--- src/rtl/mem_stage.sv ---
// MIPS memory-access stage: data memory with byte/half/word loads and stores,
// sticky misalignment flag, and an optional memory dump engine (MEM_STAGE_DUMP_EN).
module mem_stage #(
    parameter int MEM_ADDR_WIDTH = 5
) (
    input  logic        i_clock,
    input  logic        i_reset,
    input  logic        i_start,
    input  logic        i_step,
    input  logic [31:0] i_address,
    input  logic [31:0] i_writedata,
    input  logic        i_memread,
    input  logic        i_memwrite,
    input  logic [1:0]  i_size,
    input  logic        i_unsigned,
    output logic [31:0] o_dataread,
    output logic        o_misaligned,
    input  logic        i_dump_req,
    input  logic        i_dump_ready,
    output logic [31:0] o_dump_data,
    output logic        o_dump_valid,
    output logic        o_dump_done,
    output logic        o_busy
);

    localparam int DEPTH = 2 ** MEM_ADDR_WIDTH;

    logic [31:0]               mem [DEPTH];
    logic [MEM_ADDR_WIDTH-1:0] word_idx;
    logic [1:0]                lane;
    logic                      is_byte;
    logic                      is_half;
    logic                      is_word;
    logic                      misaligned;
    logic                      store_en;
    logic [3:0]                wmask;
    logic [31:0]               wdata;
    logic [31:0]               rdword;
    logic [7:0]                bsel;
    logic [15:0]               hsel;
    logic                      busy;

    assign word_idx = i_address[MEM_ADDR_WIDTH+1:2];
    assign lane     = i_address[1:0];
    assign is_byte  = (i_size == 2'b00);
    assign is_half  = (i_size == 2'b01);
    // Size 2'b10 is treated as a word access.
    assign is_word  = i_size[1];

    assign misaligned = (is_half && lane[0]) || (is_word && (lane != 2'b00));
    assign store_en   = i_memwrite && i_start && i_step && !busy && !misaligned;

    always_comb begin
        wmask = 4'b0000;
        wdata = i_writedata;
        if (is_byte) begin
            wmask = 4'b0001 << lane;
            wdata = {4{i_writedata[7:0]}};
        end else if (is_half) begin
            wmask = lane[1] ? 4'b1100 : 4'b0011;
            wdata = {2{i_writedata[15:0]}};
        end else begin
            wmask = 4'b1111;
        end
    end

    always_ff @(posedge i_clock or negedge i_reset) begin
        if (!i_reset) begin
            for (int i = 0; i < DEPTH; i++) begin
                mem[i] <= '0;
            end
        end else if (store_en) begin
            for (int b = 0; b < 4; b++) begin
                if (wmask[b]) begin
                    mem[word_idx][8*b +: 8] <= wdata[8*b +: 8];
                end
            end
        end
    end

    always_ff @(posedge i_clock or negedge i_reset) begin
        if (!i_reset) begin
            o_misaligned <= 1'b0;
        end else if ((i_memread || i_memwrite) && i_start && i_step && misaligned) begin
            o_misaligned <= 1'b1;
        end
    end

    // Loads are combinational; with a simultaneous store they see pre-write data.
    always_comb begin
        rdword = mem[word_idx];
        unique case (lane)
            2'd0:    bsel = rdword[7:0];
            2'd1:    bsel = rdword[15:8];
            2'd2:    bsel = rdword[23:16];
            default: bsel = rdword[31:24];
        endcase
        hsel = lane[1] ? rdword[31:16] : rdword[15:0];
        o_dataread = '0;
        if (i_memread && !misaligned) begin
            if (is_byte) begin
                o_dataread = {{24{!i_unsigned && bsel[7]}}, bsel};
            end else if (is_half) begin
                o_dataread = {{16{!i_unsigned && hsel[15]}}, hsel};
            end else begin
                o_dataread = rdword;
            end
        end
    end

`ifdef MEM_STAGE_DUMP_EN
    typedef enum logic [1:0] {
        IDLE = 2'd0,
        DUMP = 2'd1,
        DONE = 2'd2
    } dump_state_t;

    dump_state_t               dump_state;
    dump_state_t               dump_state_next;
    logic [MEM_ADDR_WIDTH-1:0] dump_idx;
    logic                      accept;

    // Handshake: a word transfers on a rising edge where valid && ready;
    // data holds while valid && !ready and advances the cycle after transfer.
    assign accept = o_dump_valid && i_dump_ready;

    always_ff @(posedge i_clock or negedge i_reset) begin
        if (!i_reset) begin
            dump_state <= IDLE;
        end else begin
            dump_state <= dump_state_next;
        end
    end

    always_comb begin
        dump_state_next = dump_state;
        unique case (dump_state)
            IDLE:    if (i_dump_req) dump_state_next = DUMP;
            DUMP:    if (accept && (&dump_idx)) dump_state_next = DONE;
            DONE:    dump_state_next = IDLE;
            default: dump_state_next = IDLE;
        endcase
    end

    always_comb begin
        o_dump_valid = (dump_state == DUMP);
        o_dump_done  = (dump_state == DONE);
        busy         = (dump_state != IDLE);
    end

    always_ff @(posedge i_clock or negedge i_reset) begin
        if (!i_reset) begin
            dump_idx <= '0;
        end else if (dump_state == IDLE && i_dump_req) begin
            dump_idx <= '0;
        end else if (dump_state == DUMP && accept) begin
            dump_idx <= dump_idx + 1'b1;
        end
    end

    assign o_dump_data = o_dump_valid ? mem[dump_idx] : '0;

    logic unused_bits;
    assign unused_bits = ^i_address[31:MEM_ADDR_WIDTH+2];
`else
    assign busy         = 1'b0;
    assign o_dump_valid = 1'b0;
    assign o_dump_done  = 1'b0;
    assign o_dump_data  = '0;

    logic unused_bits;
    assign unused_bits = ^{i_address[31:MEM_ADDR_WIDTH+2], i_dump_req, i_dump_ready};
`endif

    assign o_busy = busy;

endmodule

--- config.mk ---
export PLATFORM = sky130hd
export DESIGN_NAME = mem_stage
export DESIGN_NICKNAME = d
export VERILOG_FILES = /design/src/rtl/mem_stage.sv
export SDC_FILE = /design/constraint.sdc
export NUM_CORES = 2
export LEC_CHECK = 0
export CORE_UTILIZATION = 55
export DETAILED_ROUTE_END_ITERATION = 10
export DONT_BUFFER_PORTS = 1
export PLACE_DENSITY = 0.8
export SYNTH_ARGS = -nofsm -noshare
export SYNTH_HDL_FRONTEND = slang
export SYNTH_SLANG_ARGS = --single-unit
--- constraint.sdc ---
create_clock -name i_clock -period 7.1 [get_ports i_clock]
set_input_delay 1.775 -clock i_clock [delete_from_list [all_inputs] [get_ports i_clock]]
set_output_delay 1.775 -clock i_clock [all_outputs]
set_load 0.01 [all_outputs]
==> metrics.cfg <==
[logic_synthesis]
yosysTopAreaCell = dfrtp_1
yosysSeqAreaShare_pct = 53.5
yosysMostFrequentCell = dfrtp_1
synth_seq_cells = 1025
synth_top_area_share_pct = 53.5
synthCells = 4076
synth.avg_cell_area_um2 = 11.8
synth_edf_count = 0
yosys-top-cells-area = dfrtp_1 53%, mux2_2 12%, mux2i_1 9.2%
ys_types = 68
synth_ff_type = dfrtp_1
yosys_warnings = 0
netlist_area_um2 = 48000
synthTopCellsByCount = 1,025 x dfrtp_1, 507 x mux2_2, 440 x mux2i_1
synthArstFlopShare_pct = 100

[worst_setup_path]
path_class = in2out
cp.arrival_ps = 5370
rr_startpoint = mem[102]$_DFFE_PN0P_
worst_ep_required_time_ps = 5330
crit_fanout = 468
endpoint_kind = output port
r2r_setup_slack_ps = 6290
start_kind = input pin
r2r-end = mem[102]$_DFFE_PN0P_
reg2reg_depth = 1
cp-startpoint = i_address[3]

[power]
combPwrFrac_pct = 7.0
p_switching_mw = 2.97
p_leak_nw = 24.2
p_seq_share_pct = 49.2
p_int_mw = 9.54
p_clk_share_pct = 43.8
p_per_area_nw_per_um2 = 242
vdd_drop_max_uv = 219
swShare_pct = 23.7
finalPower_mw = 12.5

[grt]
antenna_found_initial = 6
grt_start_max_net_pins = 1026
grt_pass1_wl_um = 200000
grt_pass1_vias = 32500
grt_usage_pct = 29.7
overflow = 0

[place]
io_buffers = 0
dp_slack_ps = 721
dp_cells = 4954
hpwl_um = 82900
place_congestion = 0.905

[timing]
max_freq_mhz = 140
period_needed_ps = 7150
final_hold_viol_count = 0
maxSlewViolCount = 380
skew_ps = 0
min_period_over_period_pct = 101
fin_tns_setup_ps = -420
tightest_slew_ps = 2220
rsz0062_at_grt = no
maxSlewHeadroom_pct = -47.9
setup_viol_count_final = 10
fin_ws_ps = -46.3

[clock_tree]
cts_hold_buf = 0
cts_tree = done
h-tree-depth = 3
cts_buffers = 103
path_clk_slew_ps = 60
root_buffer = clkbuf_16
clockBufferDepth = 3
clock_latency_ps = 640
post_cts_buffers = 0
cts.sinks = 1025
cts_resized = 0

[final_layout]
seqCellArea_um2 = 25600
drive_gt1_share_pct = 23.4
fin_cells = 5147
multi_input_area_um2 = 20500
area_growth_syn_to_layout_pct = 7.65
utilization_pct = 60.2
fill_cells = 6518
nets = 3994

[status]
violations = slew limit, setup timing
status = finished, violations left

[detailed_routing]
totalWireLength_um = 132000
drtIter0Drc = 3875
drc = 0
wire_per_inst_um = 25.7
firstDrtPassIters = 6
num_vias = 33000
ant_nets = 0
drt-vias-per-instance = 6.42

[min_path]
whs_endpoint = mem[534]$_DFFE_PN0P_
hp-class = reg2reg
whs_path_depth = 2
worstHoldStart = mem[534]$_DFFE_PN0P_

[floorplanning]
ios = 143
die_y_um = 297
die_x_um = 297
start_util_pct = 55.9
core_area_um2 = 85800
num_rows = 107
die-area_um2 = 88400

[job]
drv_cap = 0

## registers in the layout, indices dropped and copies added, names as in the netlist
| name | cells |
|---|---|
| mem | 1024 |
| o_misaligned | 1 |
## routing by layer
metal | up-vias | routed length [um] | share of wire (%) | track usage [%]
met1 | 16800 | 53600 | 40 | 41.5
li1 | 14200 | - | - | -
met3 | 337 | 15500 | 12 | 9.27
met4 | 2 | 5220 | 3.9 | 11.5
met2 | 1669 | 58000 | 44 | 43.4
met5 | - | 9 | 0.0068 | 0
## power by group through the flow
stage	clock network, mW	registers (mW)	logic (mW)
floorplan	0	6.22	0.664
global placement	0	6.24	0.714
detailed placement	0	6.25	0.735
CTS	5.51	6.15	0.741
global route	5.75	6.17	0.931
finish	5.48	6.15	0.875
## critical path: stages
cell and delay, ps:
mux2i_1 650, o22ai_1 150, nor4_1 920, nand4_1 290, o311ai_4 310, buf_4 340, nor4_2 90
## cells in the final DEF, fill, tap and decap left out, types with 20 or more instances in the layout
master / n
a22oi_1: 77
nor4_1: 38
mux2_2: 507
clkbuf_16: 104
mux2i_1: 424
clkbuf_1: 26
nand2_1: 276
dfrtp_1: 1025
clkinv_2: 20
clkbuf_8: 24
conb_1: 35
a21oi_1: 305
nor2_1: 322
mux4_2: 48
o21ai_0: 229
buf_4: 64
o22ai_1: 145
nor2_2: 57
nand3_1: 64
## layout make-up
cell class              instances  area share (%)
well taps                    1144            2.77
flip-flops and latches       1025            49.7
repair buffers                 68            1.14
clock inverters                33           0.734
inverters                       3          0.0218
diodes                          2         0.00969
multi-input cells            2718            39.8
clock buffers                 154            5.87
## kinds of logic after synthesis
logic type / after synthesis / synth area share [%]
flops: 1025 / 53.5
compound gates: 801 / 9.55
mux: 1000 / 23.5
buf+inv: 367 / 4.40
simple gates: 879 / 9.04
xor+xnor: 3 / 0.0548
other cells: 1 / 0.00782
## metrics by stage
step           hold WS [ps]  instance area, um^2
2_1_floorplan           449                48100
3_3_place_gp            461                48100
3_5_place_dp            469                48100
4_1_cts                 483                51500
5_1_grt                 495                51600
6_report                477                51600
## worst max path at each step
stage                     end  slack [ps]  depth (start not counted)
2_1_floorplan  o_dataread[17]        1690                          9
5_1_grt        o_dataread[21]         400                          7
3_3_place_gp   o_dataread[24]         740                          8
3_5_place_dp   o_dataread[28]         720                          9
6_report       o_dataread[28]         -50                          7
4_1_cts        o_dataread[28]         720                          9
No activity file was read; power rests on OpenSTA's default activity.
